[config.mk]
export PLATFORM = sky130hd
export DESIGN_NAME = pair_xor_fold_pipe
export DESIGN_NICKNAME = d
export VERILOG_FILES = /design/src/rtl/pair_xor_fold_pipe.sv
export SDC_FILE = /design/constraint.sdc
export NUM_CORES = 1
export LEC_CHECK = 0
export CAP_MARGIN = 10
export CORE_ASPECT_RATIO = 0.6
export CORE_MARGIN = 2
export CORE_UTILIZATION = 50
export DETAILED_ROUTE_END_ITERATION = 10
export GPL_TIMING_DRIVEN = 0
export HOLD_SLACK_MARGIN = 0.12
export PLACE_DENSITY_LB_ADDON = 0.25
export REMOVE_ABC_BUFFERS = 1
export SYNTH_ARGS = -nofsm -noshare
export SYNTH_HDL_FRONTEND = slang
export SYNTH_SLANG_ARGS = --single-unit
[constraint.sdc]
create_clock -name clk -period 19.7 [get_ports clk]
set_input_delay 3.94 -clock clk [delete_from_list [all_inputs] [get_ports clk]]
set_output_delay 3.94 -clock clk [all_outputs]
set_load 0.01 [all_outputs]
[src/rtl/pair_xor_fold_pipe.sv]
// pair_xor_fold_pipe
//   Pipelined pairwise XOR compressor. Each of NCH channels carries an IN_W-bit word. The word
//   is folded LEVELS times: each level XORs adjacent bit pairs and registers the result. Folded
//   words either pass straight through or are XOR-accumulated over a multi-beat window closed by
//   in_last. Valid/ready handshakes on both sides; empty stages accept even when the output stalls.
// Ports
//   clk, rst             clock (rising edge), asynchronous active-high reset
//   in_valid/in_ready    input handshake; in_ready is combinational from downstream only
//   in_data              channel c = in_data[c*IN_W +: IN_W]
//   in_acc, in_last      beat joins the accumulation window / closes it (in_last ignored if !in_acc)
//   out_valid/out_ready  output handshake; out_data/out_beats are held while stalled
//   out_data             channel c = out_data[c*OUT_W +: OUT_W], OUT_W = IN_W >> LEVELS
//   out_beats            number of input beats combined into out_data (saturating)
module pair_xor_fold_pipe #(
    parameter int unsigned IN_W   = 128,
    parameter int unsigned NCH    = 2,
    parameter int unsigned LEVELS = 1,
    parameter int unsigned CNT_W  = 8
) (
    input  logic                              clk,
    input  logic                              rst,
    input  logic                              in_valid,
    output logic                              in_ready,
    input  logic [NCH*IN_W-1:0]               in_data,
    input  logic                              in_acc,
    input  logic                              in_last,
    output logic                              out_valid,
    input  logic                              out_ready,
    output logic [NCH*(IN_W>>LEVELS)-1:0]     out_data,
    output logic [CNT_W-1:0]                  out_beats
);

    localparam int unsigned OUT_W = IN_W >> LEVELS;

    // Bit offset of the level-k word inside the packed chain of all stage outputs.
    function automatic int unsigned lvl_off(input int unsigned k);
        int unsigned s;
        s = 0;
        for (int unsigned i = 0; i < k; i++) s += NCH * (IN_W >> i);
        return s;
    endfunction

    localparam int unsigned CHAIN_W = lvl_off(LEVELS + 1);
    localparam int unsigned OFF_L   = lvl_off(LEVELS);

    typedef enum logic [0:0] {StIdle, StAccum} state_e;

    // Level 0 of each bus is the input port; level k is the register of stage k.
    logic [CHAIN_W-1:0] chain;
    logic [LEVELS:0]    vv, aa, ll;
    logic [LEVELS:1]    adv, load;
    logic               out_free;

    assign chain[NCH*IN_W-1:0] = in_data;
    assign vv[0] = in_valid;
    assign aa[0] = in_acc;
    assign ll[0] = in_last;

    for (genvar k = 1; k <= LEVELS; k++) begin : g_stage
        localparam int unsigned WI    = IN_W >> (k - 1);
        localparam int unsigned WO    = IN_W >> k;
        localparam int unsigned OFF_I = lvl_off(k - 1);
        localparam int unsigned OFF_O = lvl_off(k);

        logic [NCH*WI-1:0] din;
        logic [NCH*WO-1:0] fold, data_q;
        logic              valid_q, acc_q, last_q;

        assign din = chain[OFF_I +: NCH*WI];

        always_comb begin
            fold = '0;
            for (int c = 0; c < int'(NCH); c++) begin
                for (int j = 0; j < int'(WO); j++) begin
                    fold[c*WO+j] = din[c*WI+2*j] ^ din[c*WI+2*j+1];
                end
            end
        end

        always_ff @(posedge clk or posedge rst) begin
            if (rst) begin
                valid_q <= 1'b0;
                acc_q   <= 1'b0;
                last_q  <= 1'b0;
                data_q  <= '0;
            end else if (load[k]) begin
                valid_q <= vv[k-1];
                if (vv[k-1]) begin
                    data_q <= fold;
                    acc_q  <= aa[k-1];
                    last_q <= ll[k-1];
                end
            end
        end

        assign chain[OFF_O +: NCH*WO] = data_q;
        assign vv[k] = valid_q;
        assign aa[k] = acc_q;
        assign ll[k] = last_q;
    end

    // ACC / output stage state
    state_e                 state_q, state_d;
    logic [NCH*OUT_W-1:0]   acc_q, acc_d, acc_base, folded;
    logic [CNT_W-1:0]       cnt_q, cnt_d, cnt_inc;
    logic                   out_valid_q, out_valid_d;
    logic [NCH*OUT_W-1:0]   out_data_q, out_data_d;
    logic [CNT_W-1:0]       out_beats_q, out_beats_d;

    assign folded = chain[OFF_L +: NCH*OUT_W];

    // Advance chain: the last stage drains into ACC when its beat can be consumed; earlier
    // stages advance when the next one is empty or itself advancing (bubbles collapse).
    always_comb begin
        adv      = '0;
        out_free = !out_valid_q || out_ready;
        adv[LEVELS] = vv[LEVELS] && ((aa[LEVELS] && !ll[LEVELS]) || out_free);
        for (int k = int'(LEVELS) - 1; k >= 1; k--) begin
            adv[k] = vv[k] && (!vv[k+1] || adv[k+1]);
        end
        load = ~vv[LEVELS:1] | adv;
    end

    assign in_ready = !rst && load[1];

    always_comb begin
        state_d     = state_q;
        acc_d       = acc_q;
        cnt_d       = cnt_q;
        out_valid_d = out_valid_q && !out_ready;
        out_data_d  = out_data_q;
        out_beats_d = out_beats_q;
        acc_base    = (state_q == StAccum) ? acc_q : '0;
        cnt_inc     = (&cnt_q) ? cnt_q : cnt_q + CNT_W'(1);
        if (vv[LEVELS]) begin
            if (!aa[LEVELS]) begin
                // Pass-through: leaves any open window untouched.
                if (out_free) begin
                    out_valid_d = 1'b1;
                    out_data_d  = folded;
                    out_beats_d = CNT_W'(1);
                end
            end else if (!ll[LEVELS]) begin
                // Absorbed even while the output register is stalled.
                acc_d   = acc_base ^ folded;
                cnt_d   = cnt_inc;
                state_d = StAccum;
            end else if (out_free) begin
                out_valid_d = 1'b1;
                out_data_d  = acc_base ^ folded;
                out_beats_d = cnt_inc;
                acc_d       = '0;
                cnt_d       = '0;
                state_d     = StIdle;
            end
        end
    end

    always_ff @(posedge clk or posedge rst) begin
        if (rst) begin
            state_q     <= StIdle;
            acc_q       <= '0;
            cnt_q       <= '0;
            out_valid_q <= 1'b0;
            out_data_q  <= '0;
            out_beats_q <= '0;
        end else begin
            state_q     <= state_d;
            acc_q       <= acc_d;
            cnt_q       <= cnt_d;
            out_valid_q <= out_valid_d;
            out_data_q  <= out_data_d;
            out_beats_q <= out_beats_d;
        end
    end

    assign out_valid = out_valid_q;
    assign out_data  = out_data_q;
    assign out_beats = out_beats_q;

endmodule
## Word level (Yosys, flattened, before mapping)

Cells that the tools add are included.

- Word-level logic and storage cells: 179
- Output and inout port bits: 138
- Register bits after elaboration: 405
- Bits of input ports: 262

- Bitwise operators: 131
- Equality and inequality tests: 2
- Reduce and logical (&&, ||, !) cells: 15
- Add/sub/neg operators: 1
- Multiplexer cells: 20

Operators with widths:

| kind | count |
|---|---|
| two-way mux 128 bit | 7 |
| bitwise XOR 1 bit | 128 |
| bitwise XOR 128 bit | 1 |
| two-way mux 8 bit | 7 |
| adder 8 x 1 -> 8 bit (second input constant) | 1 |
| AND reduction 8 bit | 1 |
| two-way mux 1 bit | 6 |
| logical AND 1 bit | 4 |
| logical NOT 1 bit | 4 |
| AND reduction 4 bit | 1 |
| AND reduction 3 bit | 1 |
| logical OR 1 bit | 2 |
| != test 2 x 1 -> 1 bit (second input constant) | 1 |
| != test 2 bit (second input constant) | 1 |
| AND reduction 2 bit | 1 |
| nonzero test 2 bit | 1 |
| NOT 1 bit | 1 |
| OR 1 bit | 1 |

## Longest topological paths before layout

- Depth in word-level cells: 6
- Depth in mapped cells: 9
- Depth with buffers taken out: 5

## Worst setup path after synthesis

No wires, ideal clock.

- Path kind: input-to-output
- Start point: input out_ready
- End point: output in_ready
- Arrival: 4,310 ps
- Buffers on the path: 0
- Slack: 11,450 ps
- Cell stages on the path: 2
- Required time: 15,760 ps
- Cells stage by stage: nor2b_1 > a31oi_1

- Word-level cells in the longest chain between the ends: 5

Ends and longest elaborated chain:

| what | RTL line | RTL |
|---|---|---|
| from (decl) | 28 | `input logic out_ready,` |
| logical OR 1 bit | 116 | `out_free = !out_valid_q \|\| out_ready;` |
| logical OR 1 bit | 117 | `adv[LEVELS] = vv[LEVELS] && ((aa[LEVELS] && !ll[LEVELS]) \|\| out_free);` |
| logical AND 1 bit | 117 |  |
| OR 1 bit | 121 | `load = ~vv[LEVELS:1] \| adv;` |
| logical AND 1 bit | 124 | `assign in_ready = !rst && load[1];` |
| to (decl) | 23 | `output logic in_ready,` |

Every way passes these cells.

## Worst setup path in the final report

Ends and elaborated chain as after synthesis.

==> results.py <==
metrics = {
    "sta": {
        "max-slew-margin-rel_pct": 33.5,
        "worst_slew_pin_slew_ns": 0.997,
        "skew_ns": 0.0132,
        "setup-violations-final": 0,
        "clock.fmax_mhz": 108,
        "grt_setup_unrepaired": "false",
        "hold_viol_final": 0,
        "slew_viol_final": 0,
        "min_period_ns": 9.29,
        "fin_crit_sh_pct": 47.2,
    },
    "layout": {
        "final_net_count": 2501,
        "most-common-layout-cells": "dfrtp_1 (404), nand2_1 (403), clkdlybuf4s50_1 (399)",
        "design_area_mm2": 0.0247,
        "multiInputGateArea_mm2": 0.00801,
        "area.growth.synth_to_final_pct": 30.5,
        "num_antenna_cells": 0,
        "fillCellCount": 2915,
        "seq_area_mm2": 0.0101,
        "layout_commonest_cell": "dfrtp_1",
        "drive_above_1_share_pct": 5.21,
    },
    "clock_network": {
        "numClockSinks": 405,
        "cts_resized": 0,
        "insertion_delay_ns": 0.53,
        "cts_buffers": 39,
        "cts_setup_buffers": 0,
        "htree_levels": 2,
        "hold_buffers": 0,
        "cts.path.max_buffers": 3,
        "cts.clk_slew.worst_paths_ns": 0.06,
        "cts-root-buf": "clkbuf_16",
        "cts_tree": "done",
    },
    "synth": {
        "syn-cell-area_mm2": 0.0189,
        "yosysSeqAreaShare_pct": 53.6,
        "netlist-cell-type-count": 41,
        "synthCells": 1908,
        "synth-async-reset-ratio_pct": 100,
        "synth_edf_count": 0,
        "synth_top_flop_cell": "dfrtp_1",
        "avgSynthCellArea_um2": 9.90,
        "synth-seq-cells": 405,
        "yosysWarnings": 0,
    },
    "floorplan": {
        "ioPinCount": 400,
        "initial_core_util_pct": 50.5,
        "core_mm2": 0.0374,
        "num_rows": 55,
        "die_h_um": 155,
        "fp.dieW_um": 255,
        "die-area_mm2": 0.0394,
    },
    "power": {
        "combPwrFrac_pct": 31.3,
        "clkPwrFrac_pct": 25.6,
        "power_leakage_nw": 9.70,
        "peakVddDrop_uv": 86.6,
        "p_seq_share_pct": 43.0,
        "p_sw_w": 0.00101,
        "fin_total_pwr_w": 0.00308,
        "internal_power_w": 0.00207,
        "powerDensity_mw_per_mm2": 125,
        "swShare_pct": 32.8,
    },
    "setup_path": {
        "end_kind": "output pin",
        "path_buf_inv": 2,
        "arrival_ns": 5.35,
        "startpoint_type": "primary input",
        "cp_common_cell": "clkdlybuf4s50_1",
        "cp_data_required_time_ns": 15.76,
        "path_cells": "clkdlybuf4s50_1, nor2b_1, a31oi_1, clkdlybuf4s50_1",
        "crit_family": "buffers and inverters",
        "cp_max_fo": 3,
        "slowest_stage": "clkdlybuf4s50_1",
        "max_stage_delay_ns": 0.53,
        "crit_type": "primary input to output pin",
    },
    "global_routing": {
        "track_usage_pct": 24.8,
        "grt_pass1_vias": 15400,
        "grt_max_degree": 125,
        "antenna_found_initial": 0,
        "grt_pass1_wl_mm": 78.7,
        "grt-ovfl-total": 0,
    },
    "detailed_routing": {
        "ant_nets": 0,
        "vias_per_cell": 5.40,
        "dr_total_vias": 15000,
        "drt_pass1_iterations": 5,
        "wl_per_cell_um": 17.5,
        "first_iter_violations": 1131,
        "drc": 0,
        "drt-total-wl_mm": 48.7,
    },
    "outcome": {
        "status": "finished clean",
    },
    "placed_design": {
        "globalplace.congestion": 0.779,
        "dpl.hpwl_mm": 31.5,
        "io_buffers": 399,
        "postPlaceCellArea_mm2": 0.0233,
    },
    "run": {
        "cap_violations": 0,
    },
    "min_path": {
        "hp-class": "register to register",
    },
}
cells in the mapped netlist (3+ instances only):
library cell,n,area [um^2]
clkbuf_2,8,40.0
dfrtp_1,405,10100
buf_8,3,45.0
clkbuf_1,39,146
a32o_1,126,1260
inv_1,4,15.0
buf_4,13,97.6
o21ai_2,21,184
xnor2_1,129,1130
o21ai_1,141,706
buf_6,15,169
o21ai_0,106,531
buf_2,52,260
a21oi_1,139,696
nand2_1,403,1510
and3_1,5,31.3
xor2_1,130,1140
nand3_1,5,25.0
nor2_1,135,507
and2_1,3,18.8
cell type report:
type | count | area share (%)
Inverter | 4 | 0.0913
Timing Repair Buffer | 420 | 18.3
Sequential cell | 405 | 41.1
Multi-Input combinational cell | 1368 | 32.5
Clock buffer | 57 | 4.77
Clock inverter | 13 | 0.680
Tap cell | 513 | 2.60
through the flow:
step | hold WS (ns) | util (%) | TNS [ns] | worst slack [ns] | std cells
6_report | 0.477 | 65.9 | 0 | 10.41 | 2780
5_1_grt | 0.505 | 65.9 | 0 | 10.36 | 2780
4_1_cts | 0.484 | 65.9 | 0 | 10.41 | 2780
3_5_place_dp | 0.469 | 62.3 | 0 | 10.42 | 2710
3_3_place_gp | 0.457 | 60.8 | -146.04 | -0.403 | 2689
2_1_floorplan | 0.472 | - | 0 | 4.49 | 1777
final timing paths:
kind	startpoint	cells past startpoint	slack [ns]	endpoint
worst min-delay path	out_data[14]	2	0.48	out_data[14]
worst max-delay path	out_ready	4	10.41	in_ready
max in group asynchronous	rst	4	14.40	acc_q[50]
min in group asynchronous	rst	2	3.99	out_valid
worst min register to register	out_data[14]	2	0.48	out_data[14]
worst max register to register	g_stage[1].acc_q	6	16.88	acc_q[100]
cell families (layout without fill, tap and decap cells):
kind of cell,Yosys count,after routing,synth area share [%]
AO/OA/AOI/OAI,543,543,18.4
XOR/XNOR,259,259,12.0
adder cells (fa/ha/maj),1,1,0.0662
buffers and inverters,135,494,4.13
flip-flops,405,405,53.6
multiplexers,4,4,0.225
AND/OR/NAND/NOR,561,561,11.5
sequential cells by signal, summed over array words and instances (netlist names):
signal and flops:
out_data 128, out_beats 8, out_valid 1, g_stage.valid_q 1
acc_q 128, cnt_q 8, folded 128, state_q 1
g_stage.last_q 1, g_stage.acc_q 1
power by group through the flow:
stage                     registers, W  clock network [W]  logic [W]
after floorplan                0.00135                  0   0.000446
after global placement         0.00133                  0   0.000936
after detailed placement       0.00133                  0   0.000970
after CTS                      0.00132           0.000804   0.000976
after global routing           0.00136           0.000840    0.00105
final                          0.00132           0.000788   0.000963
worst min-delay path: stages (launching register included):
cell     delay, ns
dfrtp_1       0.34
nand2_1       0.04
o21ai_0       0.06
routing by layer:
| metal | track usage, % | vias to the layer above | wire length [um] |
|---|---|---|---|
| li1 | - | 7173 | - |
| met1 | 31.3 | 7328 | 20200 |
| met2 | 43.5 | 417 | 24500 |
| met3 | 4.71 | 85 | 2910 |
| met4 | 7.38 | 0 | 1140 |
| met5 | 0 | - | 0 |
No activity file was read; power rests on OpenSTA's default activity.
